$ cat src/rtl/frame_config_sequencer.sv
// Initiator of the frame-based fabric configuration protocol: assembles serial
// address+data frames and presents them to the decoder tree with setup/strobe/hold.
module frame_config_sequencer #(
  parameter int unsigned ADDR_WIDTH  = 5,
  parameter int unsigned NUM_OUTPUTS = 29,
  parameter int unsigned CNT_WIDTH   = 16
) (
  input  logic                  prog_clk,
  input  logic                  prog_reset,
  input  logic                  bs_valid,
  input  logic                  bs_data,
  output logic                  bs_ready,
  output logic                  enable,
  output logic [0:ADDR_WIDTH-1] address,
  output logic                  data_out,
  output logic                  frame_err,
  output logic [CNT_WIDTH-1:0]  frame_cnt,
  output logic [CNT_WIDTH-1:0]  err_cnt,
  output logic                  busy
);

  localparam int unsigned BW = $clog2(ADDR_WIDTH + 1);
  localparam logic [BW-1:0] LAST_BIT = BW'(ADDR_WIDTH);

  typedef enum logic [1:0] {S_LOAD, S_SETUP, S_STROBE, S_HOLD} state_t;

  state_t                  r_state, w_state_nxt;
  logic [BW-1:0]           r_bit_cnt, w_bit_cnt_nxt;
  logic [ADDR_WIDTH-1:0]   r_shadow, w_shadow_nxt;
  logic [0:ADDR_WIDTH-1]   r_address, w_address_nxt;
  logic                    r_data_out, w_data_out_nxt;
  logic                    r_bs_ready, w_bs_ready_nxt;
  logic                    r_enable, w_enable_nxt;
  logic                    r_busy, w_busy_nxt;
  logic                    r_frame_err, w_frame_err_nxt;
  logic [CNT_WIDTH-1:0]    r_frame_cnt, w_frame_cnt_nxt;
  logic [CNT_WIDTH-1:0]    r_err_cnt, w_err_cnt_nxt;
  logic                    w_xfer;
  logic                    w_in_range;

  assign w_xfer     = bs_valid & r_bs_ready;
  assign w_in_range = 32'(r_shadow) < NUM_OUTPUTS;

  // Next-state and next-output logic; all outputs are registered from these values
  always_comb begin
    w_state_nxt     = r_state;
    w_bit_cnt_nxt   = r_bit_cnt;
    w_shadow_nxt    = r_shadow;
    w_address_nxt   = r_address;
    w_data_out_nxt  = r_data_out;
    w_frame_err_nxt = r_frame_err;
    w_frame_cnt_nxt = r_frame_cnt;
    w_err_cnt_nxt   = r_err_cnt;

    case (r_state)
      S_LOAD: begin
        if (w_xfer) begin
          if (r_bit_cnt == LAST_BIT) begin
            w_bit_cnt_nxt = '0;
            if (w_in_range) begin
              w_state_nxt    = S_SETUP;
              w_data_out_nxt = bs_data;
              for (int i = 0; i < ADDR_WIDTH; i++) w_address_nxt[i] = r_shadow[i];
            end else begin
              w_frame_err_nxt = 1'b1;
              if (r_err_cnt != '1) w_err_cnt_nxt = r_err_cnt + CNT_WIDTH'(1);
            end
          end else begin
            for (int i = 0; i < ADDR_WIDTH; i++)
              if (BW'(i) == r_bit_cnt) w_shadow_nxt[i] = bs_data;
            w_bit_cnt_nxt = r_bit_cnt + BW'(1);
          end
        end
      end
      S_SETUP:  w_state_nxt = S_STROBE;
      S_STROBE: w_state_nxt = S_HOLD;
      S_HOLD:   w_state_nxt = S_LOAD;
      default:  w_state_nxt = S_LOAD;
    endcase

    // Counted on entry to STROBE so the count is visible alongside enable
    if (w_state_nxt == S_STROBE && r_frame_cnt != '1)
      w_frame_cnt_nxt = r_frame_cnt + CNT_WIDTH'(1);

    w_enable_nxt   = (w_state_nxt == S_STROBE);
    w_bs_ready_nxt = (w_state_nxt == S_LOAD);
    w_busy_nxt     = (w_state_nxt != S_LOAD) || (w_bit_cnt_nxt != '0);
  end

  always_ff @(posedge prog_clk or posedge prog_reset) begin
    if (prog_reset) begin
      r_state     <= S_LOAD;
      r_bit_cnt   <= '0;
      r_shadow    <= '0;
      r_address   <= '0;
      r_data_out  <= 1'b0;
      r_bs_ready  <= 1'b1;
      r_enable    <= 1'b0;
      r_busy      <= 1'b0;
      r_frame_err <= 1'b0;
      r_frame_cnt <= '0;
      r_err_cnt   <= '0;
    end else begin
      r_state     <= w_state_nxt;
      r_bit_cnt   <= w_bit_cnt_nxt;
      r_shadow    <= w_shadow_nxt;
      r_address   <= w_address_nxt;
      r_data_out  <= w_data_out_nxt;
      r_bs_ready  <= w_bs_ready_nxt;
      r_enable    <= w_enable_nxt;
      r_busy      <= w_busy_nxt;
      r_frame_err <= w_frame_err_nxt;
      r_frame_cnt <= w_frame_cnt_nxt;
      r_err_cnt   <= w_err_cnt_nxt;
    end
  end

  assign bs_ready  = r_bs_ready;
  assign enable    = r_enable;
  assign address   = r_address;
  assign data_out  = r_data_out;
  assign frame_err = r_frame_err;
  assign frame_cnt = r_frame_cnt;
  assign err_cnt   = r_err_cnt;
  assign busy      = r_busy;

endmodule

$ cat config.mk
export PLATFORM = sky130hd
export DESIGN_NAME = frame_config_sequencer
export DESIGN_NICKNAME = d
export VERILOG_FILES = /design/src/rtl/frame_config_sequencer.sv
export SDC_FILE = /design/constraint.sdc
export NUM_CORES = 1
export LEC_CHECK = 0
export ABC_AREA = 1
export CAP_MARGIN = 20
export CORE_MARGIN = 3
export CORE_UTILIZATION = 38
export DETAILED_ROUTE_END_ITERATION = 8
export SYNTH_ARGS = -nofsm -noshare
export SYNTH_HDL_FRONTEND = slang
export SYNTH_SLANG_ARGS = --single-unit
export TNS_END_PERCENT = 30
$ cat constraint.sdc
create_clock -name prog_clk -period 2.2 [get_ports prog_clk]
set_input_delay 0.44 -clock prog_clk [delete_from_list [all_inputs] [get_ports prog_clk]]
set_output_delay 0.44 -clock prog_clk [all_outputs]
set_load 0.005 [all_outputs]
# Yosys cells after proc, flatten, opt, wreduce, memory -nomap -nowiden
# Index checks and enable logic that the tools add are counted.
word_totals:
  input_bits: 4
  register_bits: 52
  elab_cells: 55
  out_inout_bits: 42
op_classes:
  n_mux: 7
  n_eq_ne: 11
  add_sub_neg: 3
  order_cmp: 1
  reduce_logical: 15
  bitwise_logic: 3
ops:
  columns: ["operator", "n"]
  rows:
  - ["adder 16 x 1 -> 16 bit (second input constant)", 2]
  - ["inequality test 16 bit (second input constant)", 2]
  - ["AND reduction 4 bit", 7]
  - ["two-way mux 3 bit", 3]
  - ["one-hot mux 2 bit (4 select lines)", 1]
  - ["equality test 2 bit (second input constant)", 3]
  - ["equality test 2 x 3 -> 1 bit (first input constant)", 2]
  - ["two-way mux 2 bit", 3]
  - ["less-than comparator 5 bit (second input constant)", 1]
  - ["AND reduction 5 bit", 1]
  - ["zero test 2 bit", 2]
  - ["adder 3 x 1 -> 3 bit (second input constant)", 1]
  - ["equality test 1 x 3 -> 1 bit (first input constant)", 1]
  - ["equality test 3 bit (first input constant)", 1]
  - ["equality test 3 bit (second input constant)", 1]
  - ["zero test 3 bit", 1]
  - ["nonzero test 3 bit", 1]
  - ["equality test 2 x 1 -> 1 bit (second input constant)", 1]
  - ["NOT 1 bit", 2]
  - ["nonzero test 2 bit", 1]
  - ["AND 1 bit", 1]
  - ["logical AND 1 bit", 1]
  - ["logical OR 1 bit", 1]

# Logic depth before layout (Yosys ltp)
depth:
  ltp_word: 7
  depth_mapped: 11
  depth_no_buf: 10

# Worst setup path after synthesis
# Ideal clock, no wire load.
synth_path:
  path_kind: "reg2reg"
  from: "reg r_state[0]"
  to: "reg r_err_cnt[9] (netlist: err_cnt[9])"
  synth_period_minus_slack_ps: 1552
  required_ps: 2083
  stages_incl_launch_ff: 11
  t_arrival_ps: 1435
  path_slack_ps: 648
  setup_ps: 117
  path_buffers: 1
  cell_sequence: "dfrtp_1 -> inv_1 -> ha_1 -> buf_4 -> nand3_4 -> nor2_8 -> nand2_4 -> a21oi_4 -> nand2_1 -> nand2_1 -> nand2_1"
synth_between:
  elab_chain_len: 2
synth_lines:
  columns: ["item", "line", "text"]
  rows:
  - ["start, declared", "27", "state_t r_state, w_state_nxt;"]
  - ["start signal, assigned", "104", "r_state <= w_state_nxt;"]
  - ["zero test 2 bit", "55", "case (r_state)"]
  - ["AND reduction 5 bit (no source line)", null, null]
  - ["end signal, assigned", "114", "r_err_cnt <= w_err_cnt_nxt;"]
  - ["end, declared", "37", "logic [CNT_WIDTH-1:0] r_err_cnt, w_err_cnt_nxt;"]
# No other way between the ends.
# A chain may end at the register's enable or synchronous reset.

# Final worst setup path
layout_path:
  from: "reg r_bs_ready (netlist: bs_ready)"
  to: "out bs_ready"
layout_rtl:
  columns: ["item", "line", "text"]
  rows:
  - ["start, declared", "32", "logic r_bs_ready, w_bs_ready_nxt;"]
  - ["start signal, assigned", "109", "r_bs_ready <= w_bs_ready_nxt;"]
  - ["end, declared", "12", "output logic bs_ready,"]
# No word-level cell between the ends.

==> flow_metrics.py <==
metrics = {
    "placement": {
        "dp_hpwl_um": 4650,
        "port_buffers": 45,
        "gp_congestion": 0.874,
        "dp.cells": 524,
    },
    "timing": {
        "hold_slack_ns": 0.476,
        "setup_violations": 0,
        "period_share_pct": 82.4,
        "clock.fmax_mhz": 552,
        "relSlewSlack_pct": 74.5,
        "timing.final.max_slew_violations": 0,
        "rsz0062_at_grt": "no",
        "tightest_slew_ns": 0.381,
        "finalHoldViolCount": 0,
        "timing.final.crit_period_ns": 1.81,
        "skew_ns": 0.00750,
        "tns_ns": 0,
    },
    "setup_path": {
        "cp_num_buf_inv": 1,
        "critPathTopFamily": "flip-flops",
        "crit_chain": "clkdlybuf4s50_1",
        "ff2ff_path_depth": 9,
        "r2r_end": "err_cnt[9]",
        "critical_path_class": "flop to primary output",
        "critPathCaptureType": "primary output",
        "crit_cells": 1,
        "slowest_stage": "dfstp_2",
        "rr_startpoint": "r_state[0]",
        "startpoint": "bs_ready",
        "worst_setup_path_start_kind": "flop",
        "required_ns": 1.76,
        "r2r_setup_slack_ns": 0.55,
        "crit_fanout": 3,
        "crit_path_end": "bs_ready",
        "max_stage_delay_ns": 0.57,
        "critPathArrivalTime_ns": 1.37,
    },
    "global_routing": {
        "top_usage_layer": "met2",
        "grt.met3_usage_pct": 3.11,
        "use_met2_pct": 26.8,
        "grt_pass1_wl_um": 11200,
        "grt_use_met1_pct": 19.7,
        "grt_pass1_vias": 2487,
        "grt_max_degree": 53,
        "antenna_found_initial": 0,
        "track_usage_pct": 15.5,
        "grt_overflow": 0,
    },
    "drt": {
        "first_pass_iters": 4,
        "ant_nets": 0,
        "drtIter0Drc": 73,
        "via_per_inst": 4.73,
        "wirelength_um": 6240,
        "wl_per_cell_um": 11.8,
        "num_vias": 2509,
        "drc": 0,
    },
    "clock_tree": {
        "cts_inserted_buffers": 5,
        "clkTransAtPathRegs_ns": 0.09,
        "post-cts-setup-buffers": 0,
        "cts_root_buf": "clkbuf_8",
        "cts_tree": "built",
        "clk_latency_ns": 0.30,
        "cts_resized": 0,
        "htree_levels": 2,
        "clock-sinks": 52,
        "cts_buffer_depth": 2,
        "cts_hold_buf": 0,
    },
    "floorplanning": {
        "initial_core_util_pct": 40.2,
        "die_area_um2": 8970,
        "row_count": 31,
        "die_y_um": 94.7,
        "core_um2": 7450,
        "fp.dieW_um": 94.7,
        "num_io_pins": 46,
    },
    "hold_path": {
        "hp-class": "flop to flop",
        "whs_path_depth": 2,
    },
    "yosys": {
        "synth_area_um2": 2990,
        "synth_cell_type_count": 33,
        "yosys_register_bits": 52,
        "synthAdderAreaFrac_pct": 2.93,
        "syn_avg_cell_area_um2": 7.85,
        "yosysTopAreaCellShare_pct": 42.7,
        "synth_fp_nets": 392,
        "synth-compound-area-share_pct": 4.48,
        "synthCells": 381,
        "yosysTopAreaCell": "dfrtp_1",
        "synth_top_family_by_area": "simple AND/OR/NAND/NOR gates",
        "seq_area_frac_synth_pct": 43.6,
        "yosys_warnings": 0,
        "synthMuxAreaShare_pct": 0,
        "synth-xor-area-share_pct": 4.94,
        "synth.area.top_cells": "dfrtp_1, nand2_1, inv_1, nand3_1, nor2_1",
        "synthSimpleGateAreaFrac_pct": 37.3,
    },
    "outcome": {
        "outcome": "completed",
    },
    "pwr": {
        "ir_drop_uv": 367,
        "p_leak_nw": 1.69,
        "pwr_density_cell_nw_per_um2": 745,
    },
    "final_layout": {
        "fin_util_pct": 48.9,
        "area_growth_pct": 21.7,
        "nets": 443,
        "final_cells": 531,
        "layout_common_cells": "nand2_1, dfrtp_1, clkdlybuf4s50_1, inv_1, nor2_1",
        "layout.cells.most_common": "nand2_1",
        "drive_gt1_share_pct": 10.4,
        "antennaDiodeCount": 0,
    },
    "flow_run": {
        "max_cap_violations": 0,
    },
}
==> sequential cells by signal, summed over array words and instances, names as in the netlist <==
| signal | cells |
|---|---|
| frame_err | 1 |
| r_state | 2 |
| data_out | 1 |
| r_shadow | 5 |
| frame_cnt | 16 |
| address | 5 |
| r_bit_cnt | 3 |
| err_cnt | 16 |
| bs_ready | 1 |
| enable | 1 |
| busy | 1 |
==> final cells by class <==
type / count / area (um2)
clock buffers: 6 / 72.6
repair buffers: 47 / 478
inverters: 45 / 173
flip-flops and latches: 52 / 1300
fillers: 751 / 3810
well taps: 99 / 124
clock inverters: 1 / 5.00
multi-input cells: 281 / 1490
==> how the worst min path moves through the flow <==
stage	from	slack [ns]	endpoint
floorplan	frame_err	0.46	frame_err
global placement	address[1]	0.46	address[1]
detailed placement	address[0]	0.46	address[0]
CTS	address[0]	0.48	address[0]
global route	frame_err	0.51	frame_err
finish	address[0]	0.48	address[0]
==> report_power, final <==
part | internal [mW] | switching (mW) | leakage, nW | total [mW]
Clock | 0.217 | 0.306 | 0.0410 | 0.523
Combinational | 0.382 | 0.505 | 0.953 | 0.887
Sequential | 1.13 | 0.167 | 0.697 | 1.30
Total | 1.73 | 0.978 | 1.69 | 2.71
==> cell usage after synthesis, drive strengths merged <==
library cell / number
a21oi: 1
and2: 1
buf: 3
clkinv: 1
dfrtp: 51
dfstp: 1
ha: 7
inv: 44
nand2: 141
nand3: 32
nand3b: 4
nand4: 8
nor2: 47
nor3: 2
o21ai: 20
o22ai: 1
or2: 1
xnor2: 7
xor2: 9
==> metrics by stage <==
step	setup slack, ns	area (um2)	total power, mW
final	0.387	3640	2.71
after global routing	0.337	3640	2.95
after CTS	0.354	3640	2.77
after detailed placement	0.347	3560	2.22
after global placement	0.363	3560	2.21
after floorplan	0.504	2990	1.90
==> cells by family after synthesis <==
logic type / after synthesis
buffers and inverters: 48
adder cells (fa/ha/maj): 7
XOR/XNOR: 16
flip-flops: 52
AO/OA/AOI/OAI: 22
AND/OR/NAND/NOR: 236
==> routing by layer <==
metal	part of all wire, %	wire (um)
met5	0	0
met4	1.3	83
met1	48	3000
met3	3.6	223
met2	47	2930
Power figures use the tool's default switching activity.
